File: config.mk
export PLATFORM = sky130hd
export DESIGN_NAME = fetch_sequencer
export DESIGN_NICKNAME = d
export VERILOG_FILES = /design/src/rtl/fetch_pkg.sv /design/src/rtl/jump_lut.sv /design/src/rtl/fetch_sequencer.sv
export SDC_FILE = /design/constraint.sdc
export NUM_CORES = 1
export LEC_CHECK = 0
export ABC_AREA = 1
export ABC_CLOCK_PERIOD_IN_PS = 2400
export CAP_MARGIN = 20
export CORE_ASPECT_RATIO = 0.5
export CORE_MARGIN = 1
export CORE_UTILIZATION = 40
export CTS_CLUSTER_DIAMETER = 40
export DETAILED_ROUTE_END_ITERATION = 7
export MAX_ROUTING_LAYER = met4
export SYNTH_ARGS = -nofsm -noshare
export SYNTH_HDL_FRONTEND = slang
export SYNTH_SLANG_ARGS = --single-unit
File: constraint.sdc
create_clock -name clk -period 2.4 [get_ports clk]
set_input_delay 0.48 -clock clk [delete_from_list [all_inputs] [get_ports clk]]
set_output_delay 0.48 -clock clk [all_outputs]
set_load 0.02 [all_outputs]
File: src/rtl/fetch_pkg.sv
// Shared definitions for the fetch sequencer and the control decoder:
// sequencer states, compare/jump opcodes and the jump-condition rule.
package fetch_pkg;

  typedef enum logic [1:0] {
    IDLE = 2'd0,
    RUN  = 2'd1,
    DONE = 2'd2
  } state_e;

  localparam logic [3:0] OP_CMP = 4'b1001;
  localparam logic [3:0] OP_JEQ = 4'b1011;
  localparam logic [3:0] OP_JGE = 4'b1100;
  localparam logic [3:0] OP_JLE = 4'b1101;

  // flags is packed as {eq, gt, lt}
  function automatic logic cond_met(input logic [3:0] op, input logic [2:0] flags);
    cond_met = 1'b0;
    case (op)
      OP_JEQ:  cond_met = flags[2];
      OP_JGE:  cond_met = flags[2] | flags[1];
      OP_JLE:  cond_met = flags[2] | flags[0];
      default: cond_met = 1'b0;
    endcase
  endfunction

endpackage

File: src/rtl/jump_lut.sv
// Jump-target register file: one synchronous write port, one combinational
// read port, all entries cleared on reset.
module jump_lut #(
  parameter int LUT_W = 2,
  parameter int PCW   = 10
) (
  input  logic             clk,
  input  logic             srst,
  input  logic             we_i,
  input  logic [LUT_W-1:0] waddr_i,
  input  logic [PCW-1:0]   wdata_i,
  input  logic [LUT_W-1:0] raddr_i,
  output logic [PCW-1:0]   rdata_o
);

  localparam int DEPTH = 2 ** LUT_W;

  logic [PCW-1:0] entry_q [DEPTH];

  // Reads see the pre-write value when a write hits the same entry.
  generate
    for (genvar gi = 0; gi < DEPTH; gi++) begin : g_entry
      always_ff @(posedge clk) begin
        if (srst) begin
          entry_q[gi] <= '0;
        end else if (we_i && (waddr_i == LUT_W'(gi))) begin
          entry_q[gi] <= wdata_i;
        end
      end
    end
  endgenerate

  assign rdata_o = entry_q[raddr_i];

endmodule

File: src/rtl/fetch_sequencer.sv
// Instruction fetch / program sequencer: PC, compare flags, LUT-resolved
// conditional jumps and the IDLE/RUN/DONE program handshake.
module fetch_sequencer
  import fetch_pkg::*;
#(
  parameter int IW       = 9,
  parameter int PCW      = 10,
  parameter int LUT_W    = 2,
  parameter int PROG_LEN = 1024
) (
  input  logic             clk,
  input  logic             reset,
  input  logic             start,
  input  logic             stall,
  output logic [PCW-1:0]   imem_addr,
  input  logic [IW-1:0]    imem_data,
  output logic [3:0]       opcode,
  output logic [IW-5:0]    operand,
  output logic             instr_valid,
  input  logic             branch,
  input  logic             alu_eq,
  input  logic             alu_gt,
  input  logic             alu_lt,
  input  logic             lut_we,
  input  logic [LUT_W-1:0] lut_addr,
  input  logic [PCW-1:0]   lut_data,
  output logic             done,
  output logic [15:0]      cycle_count
);

  localparam logic [PCW-1:0] LAST_PC = PCW'(PROG_LEN - 1);
  localparam logic [PCW-1:0] PC_ONE  = PCW'(1);

  state_e         state_q, state_d;
  logic [PCW-1:0] pc_q, pc_d;
  logic [2:0]     flags_q, flags_d;
  logic [15:0]    count_q, count_d;

  logic [PCW-1:0] target;
  logic           retire;
  logic           taken;
  logic           target_oob;

  jump_lut #(
    .LUT_W (LUT_W),
    .PCW   (PCW)
  ) u_jump_lut (
    .clk     (clk),
    .srst    (reset),
    .we_i    (lut_we),
    .waddr_i (lut_addr),
    .wdata_i (lut_data),
    .raddr_i (imem_data[LUT_W-1:0]),
    .rdata_o (target)
  );

  assign opcode      = imem_data[IW-1:IW-4];
  assign operand     = imem_data[IW-5:0];
  assign retire      = (state_q == RUN) && !stall;
  assign instr_valid = retire;
  // Condition uses the flags latched before this cycle, not this cycle's compare.
  assign taken       = retire && branch && cond_met(opcode, flags_q);
  assign target_oob  = (32'(target) >= PROG_LEN);

  always_comb begin
    state_d = state_q;
    pc_d    = pc_q;
    flags_d = flags_q;
    count_d = count_q;
    case (state_q)
      IDLE, DONE: begin
        if (start) begin
          state_d = RUN;
          pc_d    = '0;
          flags_d = '0;
          count_d = '0;
        end
      end
      RUN: begin
        if (count_q != 16'hFFFF) begin
          count_d = count_q + 16'd1;
        end
        if (retire) begin
          if (opcode == OP_CMP) begin
            flags_d = {alu_eq, alu_gt, alu_lt};
          end
          if (taken) begin
            if (target_oob) begin
              state_d = DONE;
            end else begin
              pc_d = target;
            end
          end else if (pc_q == LAST_PC) begin
            state_d = DONE;
          end else begin
            pc_d = pc_q + PC_ONE;
          end
        end
      end
      default: state_d = IDLE;
    endcase
  end

  always_ff @(posedge clk) begin
    if (reset) begin
      state_q <= IDLE;
      pc_q    <= '0;
      flags_q <= '0;
      count_q <= '0;
    end else begin
      state_q <= state_d;
      pc_q    <= pc_d;
      flags_q <= flags_d;
      count_q <= count_d;
    end
  end

  assign imem_addr   = pc_q;
  assign done        = (state_q == DONE);
  assign cycle_count = count_q;

endmodule

==> key figures, run 1 <==
Status
  – Status: complete, no violations

Hold path
  – HP Class: register to register

Drt
  – Vias: 3376
  – TritonRoute pass-1 iters: 4
  – Final wirelength: 8924 um
  – Post-route ant nets: 0
  – DRC viols: 0
  – WL/cell: 12.77 um
  – Drt initial violations: 138
  – Number of vias per cell: 4.830

Logic synthesis
  – EDFF count, synth: 40
  – Top cell type's share of synthesized area: 0.3163
  – Largest area contributor in the netlist: edfxtp_1
  – Mapped Nets: 550
  – Post-synth top cells: nand2_1 (119), nor2_1 (112), inv_1 (57), nand3_1 (48), edfxtp_1 (40)
  – Primary FF master, synth: edfxtp_1
  – Unique masters post-synth: 26
  – Mapped cell area: 3797 um2
  – Count leader, synth: nand2_1
  – Yosys warning total: 0
  – Mapped Avg Cell Area: 7.331 um2
  – Async S/R FF share, synth: 0
  – Synth area leaders: edfxtp_1 (32%), dfxtp_1 (16%), nand2_1 (12%), nor2_1 (11%), nand3_1 (6.3%)
  – Gate Count Post-Synth: 518
  – Register area share after synthesis: 0.4797
  – FF+latch count, synth: 71

Timing
  – RSZ-0062 raised after global routing: no
  – Final worst setup slack: 290.1 ps
  – Slew HR: 0.6218
  – Worst Skew: 6.680 ps
  – Max Freq: 473.9 MHz
  – Final Hold Fails: 0
  – Worst Tran Pin Value: 565.6 ps
  – Min cycle time layout: 2110 ps
  – Max Slew Vio Count: 0
  – Final TNS setup: 0 ps
  – Setup violators final: 0
  – Final period utilization: 0.8791

Clocking
  – Clk sinks: 71
  – Clock slew seen by the registers of the worst setup and hold paths: 60 ps
  – Clock tree root driver cell: clkbuf_16
  – CTS buffer count: 9
  – H-tree depth: 3
  – CTS max path bufs: 2
  – CTS Hold Bufs: 0
  – CTS tree: done
  – Clk_lat worst skew: 340 ps

Setup path
  – Data required time at the worst endpoint: 1920 ps
  – Critical path's largest stage delay: 620 ps
  – Cell mode on critical path: clkdlybuf4s50_1
  – Slowest CP cell: clkdlybuf4s50_1
  – Family with the most delay on the worst path: buffers and inverters
  – CP Class: input pin to output pin
  – Buffers plus inverters on the worst setup path: 2
  – Setup crit start kind: input pin
  – Crit end category: output pin
  – Worst Path Arrival: 1630 ps
  – CP Max Fanout: 4
  – CP cell instances: clkdlybuf4s50_1, clkdlybuf4s50_1

Placed design
  – Port buffer count: 60
  – Routability cong.: 0.9312
  – Dpl ws: 171.2 ps
  – Post-DP HPWL: 6230 um

Power
  – PwrDens: 682.9 nW/um2
  – Maximum VDD drop: 369.4 uV
  – P_int: 2.310 mW
  – Gate power share: 0.176
  – LEAKAGE: 1.955 nW
  – Sequential Power Share: 0.438
  – Net Sw Power: 951.0 uW
  – Net Sw Frac: 0.2916
  – Total power: 3.261 mW
  – Clock share of power: 0.386

Die
  – Die area: 9911 um2
  – Row count: 24
  – IO Pins: 67
  – Effective utilization at floorplan: 0.4244
  – CORE AREA: 8949 um2
  – Die X-Extent: 139.8 um
  – Die H: 70.90 um

Flow run
  – Max_cap viols: 0

Cells and area
  – Layout area overhead: 25.77%
  – Nets: 609
  – Fraction of layout cells with a size suffix above 1: 0.06186
  – N_diodes: 0

Global route
  – Global Route Usage Sum: 0.2059
  – Initial antenna violation count: 0
  – Number of global-route vias before repair: 3198
  – Largest net degree at the start of global routing: 22
  – First-pass GRT wire length: 15150 um
  – Remaining Overflow, GRT: 0
sequential cells by signal (all words and copies together), names as in the netlist:
signal              count
imem_addr              10
cycle_count            16
u_jump_lut.entry_q     40
flags_q                 3
state_q                 2
power groups by stage:
stage	Combinational (mW)	Sequential, mW	Clock [mW]
4_1_cts	0.579	1.43	1.28
6_report	0.575	1.43	1.26
5_1_grt	0.650	1.44	1.33
3_5_place_dp	0.577	1.45	0
3_3_place_gp	0.575	1.45	0
2_1_floorplan	0.345	1.48	0
placed cells by master (no fill, tap or decap), types with 5 or more instances in the layout:
| cell type | Yosys | routed |
|---|---|---|
| nand4_1 | 12 | 12 |
| clkdlybuf4s50_1 | 0 | 59 |
| xor2_1 | 6 | 6 |
| nand3_1 | 48 | 48 |
| buf_4 | 11 | 12 |
| inv_1 | 57 | 57 |
| nand2_1 | 119 | 119 |
| a21oi_1 | 15 | 15 |
| dfxtp_1 | 31 | 30 |
| o21ai_0 | 24 | 24 |
| nor2_1 | 112 | 112 |
| o22ai_1 | 5 | 5 |
| edfxtp_1 | 40 | 40 |
| clkbuf_16 | 0 | 9 |
| nor3_1 | 7 | 7 |
cell type report:
| type | instances | area [um2] |
|---|---|---|
| Sequential cell | 71 | 1823 |
| Tap cell | 117 | 146.4 |
| Fill cell | 880 | 4173 |
| Inverter | 61 | 229.0 |
| Timing Repair Buffer | 72 | 693.2 |
| Clock inverter | 7 | 53.80 |
| Multi-Input combinational cell | 362 | 1605 |
| Clock buffer | 9 | 225.2 |
per-stage QoR:
| step | instance area (um2) | instances | hold WS [ps] | util |
|---|---|---|---|---|
| floorplan | 3797 | 518 | 445.3 | - |
| global placement | 4493 | 683 | 458.0 | 0.5021 |
| detailed placement | 4493 | 683 | 463.1 | 0.5021 |
| CTS | 4772 | 699 | 473.1 | 0.5333 |
| global route | 4776 | 699 | 484.4 | 0.5337 |
| finish | 4776 | 699 | 471.9 | 0.5337 |
final timing paths:
kind                            slack, ps                 startpoint                   endpoint  cells past startpoint
worst min-delay path                  470    flags_q[2]$_SDFFE_PP0P_    flags_q[2]$_SDFFE_PP0P_                      2
worst max-delay path                  290               imem_data[5]                  opcode[0]                      2
worst min register to register        470    flags_q[2]$_SDFFE_PP0P_    flags_q[2]$_SDFFE_PP0P_                      2
worst max register to register        380  imem_addr[0]$_SDFFE_PP0P_  imem_addr[3]$_SDFFE_PP0P_                     12
per-layer routing:
layer,GRT usage,vias to the layer above,wire length (um)
li1,-,1780,-
met1,0.2585,1523,4359
met4,0.07082,0,78
met3,0.05552,8,441
met2,0.3228,65,4044
met5,-,-,0
timing repair:
item | in CTS | in global routing
endpoints found under the hold margin | 0 | 0
setup buffers | 0 | 0
resized for setup | 0 | 2
endpoints found under the setup margin | 0 | 1
logic make-up (layout without fill, tap and decap cells):
group / after synthesis / after routing / share of synthesized area
buf+inv: 85 / 149 / 0.09753
fa+ha+maj: 2 / 2 / 0.006589
compound gates: 46 / 46 / 0.06359
simple gates: 308 / 308 / 0.3387
flops: 71 / 71 / 0.4797
xor+xnor: 6 / 6 / 0.01384
worst register-to-register path, cell delays in order, from the launching register on:
cell     delay [ps]
dfxtp_1         430
ha_1            200
nand2_1          90
nor2_1          220
nand4_1         150
nor2_1          140
nand2_1          80
nand2_1          70
nand2_2         100
nand2_2         240
nand2_1          90
nand2_1          60
nor2_1           40
Power figures use the tool's default switching activity.
==> inputs of run 2 (changes only) <==
CAP_MARGIN = default   (was 20)
CELL_PAD_IN_SITES_DETAIL_PLACEMENT = 0   (was default)
CELL_PAD_IN_SITES_GLOBAL_PLACEMENT = 1   (was default)
CORE_UTILIZATION = 38   (was 40)
PLACE_DENSITY_LB_ADDON = 0.1   (was default)
TNS_END_PERCENT = 30   (was default)
==> run 2 against run 1 <==
- critical path type unchanged
- highest routed layer unchanged
- first-iteration DRC count unchanged
- via count about the same
- sequential share of layout area down 0.38 points
- clock-buffer cell count unchanged
- global-route usage down 0.97 points
- hold slack better by 10 ps
- cell count up 3.0%
==> key figures, run 2 (synthesis results as in run 1) <==
Cells and area
  – N_diodes: 0 (unchanged)
  – Area of the multi-input gates: 1605 um2 (unchanged)
  – Nets: 612 (was 609)
  – Commonest non-fill, non-tap cell in the layout: nand2_1 (unchanged)
  – Fillers: 954 (was 880)
  – Most frequent cells in the layout: nand2_1 (119), nor2_1 (112), clkdlybuf4s50_1 (59), inv_1 (57), nand3_1 (48) (unchanged)
  – Final instance area: 4821 um2 (was 4776 um2)
  – Register area: 1822 um2 (was 1823 um2)
  – Biggest register: u_jump_lut.entry_q (unchanged)
  – Layout area overhead: 26.95% (was 25.77%)
  – Max reg flops: 40 (unchanged)
  – Fraction of layout cells with a size suffix above 1: 0.06496 (was 0.06186)

Setup path
  – CP cell instances: clkdlybuf4s50_1, clkdlybuf4s50_1 (unchanged)
  – Setup crit start kind: input pin (unchanged)
  – Critical path's largest stage delay: 620 ps (about the same)
  – Data required time at the worst endpoint: 1920 ps (about the same)
  – Family with the most delay on the worst path: buffers and inverters (unchanged)
  – CP Class: input pin to output pin (unchanged)
  – Slowest CP cell: clkdlybuf4s50_1 (unchanged)
  – CP Max Fanout: 4 (unchanged)
  – Crit end category: output pin (unchanged)
  – Cell mode on critical path: clkdlybuf4s50_1 (unchanged)
  – Worst Path Arrival: 1630 ps (about the same)
  – R2R setup slack: 400 ps (was 380 ps)
  – Buffers plus inverters on the worst setup path: 2 (unchanged)

Power
  – Gate power share: 0.176 (about the same)
  – Sequential Power Share: 0.438 (about the same)
  – Clock share of power: 0.386 (about the same)
  – Net Sw Frac: 0.2928 (was 0.2916)
  – LEAKAGE: 1.972 nW (was 1.955 nW)
  – Net Sw Power: 956.4 uW (was 951.0 uW)
  – Maximum VDD drop: 349.6 uV (was 369.4 uV)
  – PwrDens: 677.5 nW/um2 (was 682.9 nW/um2)
  – P_int: 2.310 mW (about the same)

Clocking
  – Clk sinks: 71 (unchanged)
  – CTS max path bufs: 2 (unchanged)
  – Clk_lat worst skew: 330 ps (was 340 ps)
  – Setup Fix Bufs, Post-CTS: 0 (unchanged)
  – CTS tree: done (unchanged)
  – CTS buffer count: 9 (unchanged)
  – CTS Hold Bufs: 0 (unchanged)
  – H-tree depth: 3 (unchanged)
  – Clock tree root driver cell: clkbuf_16 (unchanged)
  – Clock slew seen by the registers of the worst setup and hold paths: 60 ps (about the same)

Die
  – Effective utilization at floorplan: 0.3967 (was 0.4244)
  – CORE AREA: 9572 um2 (was 8949 um2)
  – Die X-Extent: 143.4 um (was 139.8 um)
  – Die H: 72.69 um (was 70.90 um)
  – Row count: 25 (was 24)
  – Die area: 10420 um2 (was 9911 um2)
  – IO Pins: 67 (unchanged)

Placed design
  – Post-DP HPWL: 6513 um (was 6230 um)
  – Port buffer count: 60 (unchanged)
  – Routability cong.: 0.8264 (was 0.9312)
  – Placement Cell Area: 4538 um2 (was 4493 um2)

Global route
  – Largest net degree at the start of global routing: 22 (unchanged)
  – Global Route Usage Sum: 0.1962 (was 0.2059)
  – Initial antenna violation count: 0 (unchanged)
  – Number of global-route vias before repair: 3038 (was 3198)
  – First-pass GRT wire length: 14880 um (was 15150 um)
  – Remaining Overflow, GRT: 0 (unchanged)

Drt
  – TritonRoute pass-1 iters: 4 (unchanged)
  – Post-route ant nets: 0 (unchanged)
  – WL/cell: 12.81 um (was 12.77 um)
  – DRC viols: 0 (unchanged)
  – Drt initial violations: 138 (unchanged)
  – Number of vias per cell: 4.688 (was 4.830)
  – Vias: 3375 (was 3376)
  – Final wirelength: 9220 um (was 8924 um)

Timing
  – Final TNS setup: 0 ps (unchanged)
  – RSZ-0062 raised after global routing: no (unchanged)
  – Final Hold Fails: 0 (unchanged)
  – Min cycle time layout: 2113 ps (was 2110 ps)
  – Worst Skew: 6.352 ps (was 6.680 ps)
  – Slew HR: 0.6509 (was 0.6218)
  – Worst Tran Pin Value: 522.1 ps (was 565.6 ps)
  – Final period utilization: 0.8803 (was 0.8791)
  – Max Slew Vio Count: 0 (unchanged)
  – Setup violators final: 0 (unchanged)
  – Max Freq: 473.3 MHz (was 473.9 MHz)

Status
  – Status: complete, no violations (unchanged)

Flow run
  – Max_cap viols: 0 (unchanged)

Hold path
  – HP Class: register to register (unchanged)
==> run 2: power groups by stage <==
stage | Combinational, mW | Clock, mW | Sequential, mW
2_1_floorplan | 0.345 | 0 | 1.48
3_3_place_gp | 0.578 | 0 | 1.46
3_5_place_dp | 0.579 | 0 | 1.46
4_1_cts | 0.582 | 1.29 | 1.43
5_1_grt | 0.645 | 1.34 | 1.44
6_report | 0.575 | 1.26 | 1.43
==> run 2: what timing repair did <==
| action | 4_1_cts | 5_1_grt |
|---|---|---|
| resized for setup | 0 | 1 |
| endpoints found under the setup margin | 0 | 1 |
| hold endpoints to repair | 0 | 0 |
==> run 2: worst paths after layout <==
kind	to	depth (start not counted)	from
max	opcode[0]	2	imem_data[5]
min	flags_q[1]$_SDFFE_PP0P_	2	flags_q[1]$_SDFFE_PP0P_
max reg2reg	cycle_count[15]$_SDFFE_PP0P_	11	cycle_count[0]$_SDFFE_PP0P_
min reg2reg	flags_q[1]$_SDFFE_PP0P_	2	flags_q[1]$_SDFFE_PP0P_
==> run 2: routing by layer <==
layer | GRT usage | up-vias | part of all wire
li1 | - | 1790 | -
met3 | 0.04987 | 4 | 0.056
met5 | - | - | 0
met4 | 0.05674 | 0 | 0.0056
met2 | 0.3085 | 62 | 0.46
met1 | 0.2511 | 1519 | 0.48
==> run 2: stage by stage <==
| stage | util | setup slack [ps] | std cells | power, mW | hold WS (ps) |
|---|---|---|---|---|---|
| floorplan | - | 520.1 | 518 | 1.823 | 445.3 |
| global placement | 0.4741 | 161.3 | 704 | 2.036 | 455.1 |
| detailed placement | 0.4741 | 145.1 | 704 | 2.035 | 474.8 |
| CTS | 0.5034 | 45.94 | 720 | 3.298 | 483.3 |
| global route | 0.5037 | 116.5 | 720 | 3.425 | 516.4 |
| finish | 0.5037 | 287.2 | 720 | 3.266 | 482.4 |
==> run 2: final cells by class <==
| class | instances | area share |
|---|---|---|
| well taps | 135 | 0.03504 |
| flip-flops and latches | 71 | 0.3779 |
| multi-input cells | 362 | 0.3330 |
| inverters | 61 | 0.04750 |
| clock buffers | 9 | 0.04672 |
| clock inverters | 7 | 0.01142 |
| repair buffers | 75 | 0.1485 |
==> inputs of run 3 (changes only) <==
--- a/config.mk
+++ b/config.mk
@@ -17,4 +17,5 @@
 export MAX_ROUTING_LAYER = met4
 export PLACE_DENSITY_LB_ADDON = 0.1
+export RECOVER_POWER = 100
 export SYNTH_ARGS = -nofsm -noshare
 export SYNTH_HDL_FRONTEND = slang
==> constraint.sdc (replaced) <==
create_clock -name clk -period 2.4 [get_ports clk]
set_input_delay 0.48 -clock clk [delete_from_list [all_inputs] [get_ports clk]]
set_output_delay 0.48 -clock clk [all_outputs]
set_load 0.1 [all_outputs]
==> run 3 against run 2 <==
- hold slack worse by 11 ps
- highest routed layer unchanged
- non-clock buffer count shrank 1
- setup slack got worse by 150 ps
- maximum frequency shrank 6.5%
- flip-flop and latch count did not move
- wire length is 3.5% higher
- clock power up 24%
- cell count is 0.14% lower
- total power grew 16%
- critical path type unchanged
- largest power group is now clock
- die area stayed put
==> key figures, run 3 (synthesis results as in run 1) <==
Setup path
  – Critical R2R Capture: imem_addr[5]$_SDFFE_PP0P_ (was cycle_count[15]$_SDFFE_PP0P_)
  – CP cell instances: dlygate4sd3_1, clkbuf_1, buf_12 (was clkdlybuf4s50_1, clkdlybuf4s50_1)
  – Critical R2R Launch: imem_addr[0]$_SDFFE_PP0P_ (was cycle_count[0]$_SDFFE_PP0P_)
  – Setup crit start kind: input pin (unchanged)
  – Critical path's largest stage delay: 550 ps (was 620 ps)
  – Data required time at the worst endpoint: 1920 ps (about the same)
  – R2R setup slack: 330 ps (was 400 ps)
  – Crit end category: output pin (unchanged)
  – CP Max Fanout: 11 (was 4)
  – Slowest CP cell: dlygate4sd3_1 (was clkdlybuf4s50_1)
  – Worst Path Arrival: 1780 ps (was 1630 ps)
  – R2r worst-path depth: 12 (was 11)
  – CP Class: input pin to output pin (unchanged)

Die
  – CORE AREA: 9572 um2 (unchanged)
  – Row count: 25 (unchanged)
  – Die X-Extent: 143.4 um (unchanged)
  – IO Pins: 67 (unchanged)
  – Die H: 72.69 um (unchanged)
  – Die area: 10420 um2 (unchanged)
  – Effective utilization at floorplan: 0.3967 (unchanged)

Timing
  – Setup violators final: 0 (unchanged)
  – RSZ-0062 raised after global routing: no (unchanged)
  – Final Hold Fails: 0 (unchanged)
  – Max Slew Vio Count: 0 (unchanged)
  – Slew HR: 0.2242 (was 0.6509)
  – Final period utilization: 0.9414 (was 0.8803)
  – Min cycle time layout: 2259 ps (was 2113 ps)
  – Final TNS setup: 0 ps (unchanged)
  – Worst Skew: 7.341 ps (was 6.352 ps)
  – Worst Tran Pin Value: 1169 ps (was 522.1 ps)
  – Max Freq: 442.6 MHz (was 473.3 MHz)

Drt
  – Drt initial violations: 126 (was 138)
  – Post-route ant nets: 0 (unchanged)
  – Final wirelength: 9540 um (was 9220 um)
  – Vias: 3381 (was 3375)
  – TritonRoute pass-1 iters: 5 (was 4)
  – Number of vias per cell: 4.702 (was 4.688)
  – WL/cell: 13.27 um (was 12.81 um)
  – DRC viols: 0 (unchanged)

Cells and area
  – Area of the multi-input gates: 1603 um2 (was 1605 um2)
  – Commonest non-fill, non-tap cell in the layout: nand2_1 (unchanged)
  – Max reg flops: 40 (unchanged)
  – Most frequent cells in the layout: nand2_1 (120), nor2_1 (112), inv_1 (57), nand3_1 (48), edfxtp_1 (40) (was nand2_1 (119), nor2_1 (112), clkdlybuf4s50_1 (59), inv_1 (57), nand3_1 (48))
  – Register area: 1824 um2 (was 1822 um2)
  – Nets: 611 (was 612)
  – Layout area overhead: 25.11% (was 26.95%)
  – N_diodes: 0 (unchanged)
  – Biggest register: u_jump_lut.entry_q (unchanged)
  – Fillers: 978 (was 954)
  – Fraction of layout cells with a size suffix above 1: 0.1079 (was 0.06496)
  – Final std cells w/o fill: 719 (was 720)

Clocking
  – CTS max path bufs: 2 (unchanged)
  – Number of gates resized after cts: 0 (unchanged)
  – Setup Fix Bufs, Post-CTS: 0 (unchanged)
  – H-tree depth: 3 (unchanged)
  – CTS Hold Bufs: 0 (unchanged)
  – Clk_lat worst skew: 340 ps (was 330 ps)
  – Clock tree root driver cell: clkbuf_16 (unchanged)
  – Clk sinks: 71 (unchanged)
  – CTS tree: done (unchanged)
  – CTS buffer count: 9 (unchanged)
  – Clock slew seen by the registers of the worst setup and hold paths: 60 ps (about the same)

Status
  – Status: complete, no violations (unchanged)

Global route
  – Number of global-route vias before repair: 3135 (was 3038)
  – Global Route Usage Sum: 0.2032 (was 0.1962)
  – First-pass GRT wire length: 15350 um (was 14880 um)
  – Remaining Overflow, GRT: 0 (unchanged)
  – Largest net degree at the start of global routing: 22 (unchanged)
  – Initial antenna violation count: 0 (unchanged)

Placed design
  – Post-placement cell count: 703 (was 704)
  – Port buffer count: 60 (unchanged)
  – Routability cong.: 0.7879 (was 0.8264)
  – Post-DP HPWL: 6657 um (was 6513 um)

Power
  – Maximum VDD drop: 342.5 uV (was 349.6 uV)
  – PwrDens: 794.6 nW/um2 (was 677.5 nW/um2)
  – LEAKAGE: 2.014 nW (was 1.972 nW)

Hold path
  – WHS Endpoint: flags_q[2]$_SDFFE_PP0P_ (was flags_q[1]$_SDFFE_PP0P_)
  – Hold path cells: 2 (unchanged)
  – HP Class: register to register (unchanged)
  – Hold Path Origin: flags_q[2]$_SDFFE_PP0P_ (was flags_q[1]$_SDFFE_PP0P_)

Flow run
  – Max_cap viols: 0 (unchanged)
-- run 3: routing by layer --
layer | up-vias | track usage | share of wire
met2 | 73 | 0.3231 | 0.46
met4 | 0 | 0.06147 | 0.012
met1 | 1510 | 0.2559 | 0.49
li1 | 1787 | - | -
met3 | 11 | 0.05249 | 0.046
met5 | - | - | 0
-- run 3: where the power goes --
group	leakage, nW	internal [mW]	total, mW	switching (mW)
clock	0.167	1.02	1.56	0.534
sequential	0.646	1.37	1.43	0.0570
combinational	1.20	0.196	0.787	0.591
total	2.01	2.59	3.77	1.18
-- run 3: how the worst max path moves through the flow --
stage                                                   endpoint  slack [ps]                        start
after floorplan                        imem_addr[5]$_SDFFE_PP0P_          50    imem_addr[2]$_SDFFE_PP0P_
after global routing                   imem_addr[2]$_SDFFE_PP0P_          30    imem_addr[0]$_SDFFE_PP0P_
after detailed placement               imem_addr[2]$_SDFFE_PP0P_         160                 imem_data[5]
final                                                 operand[1]         140                 imem_data[1]
after CTS                           cycle_count[15]$_SDFFE_PP0P_         320  cycle_count[0]$_SDFFE_PP0P_
after global placement    u_jump_lut.entry_q[1][4]$_SDFFCE_PN0P_         200                        reset
-- run 3: critical path, delay by kind of cell --
kind	cells	cell delay, ps
buffers and inverters	3	1290
-- run 3: area by class of cell --
cell class	instances	share of cell area
timing repair buffer	74	0.1222
clock buffer	10	0.04820
sequential	71	0.3840
inverter	61	0.04820
multi-input combinational	362	0.3374
tap	135	0.03555
clock inverter	6	0.02449
-- run 3: stage by stage --
step | utilization | hold slack, ps | area [um2] | power, mW | worst slack (ps)
after floorplan | - | 445.3 | 3802 | 2.078 | 51.54
after global routing | 0.4963 | 496.4 | 4751 | 3.934 | 31.83
after global placement | 0.4741 | 457.3 | 4538 | 2.285 | 197.9
after detailed placement | 0.4741 | 463.0 | 4538 | 2.286 | 159.6
final | 0.4963 | 471.0 | 4751 | 3.775 | 140.6
after CTS | 0.5102 | 471.1 | 4883 | 3.850 | 323.0
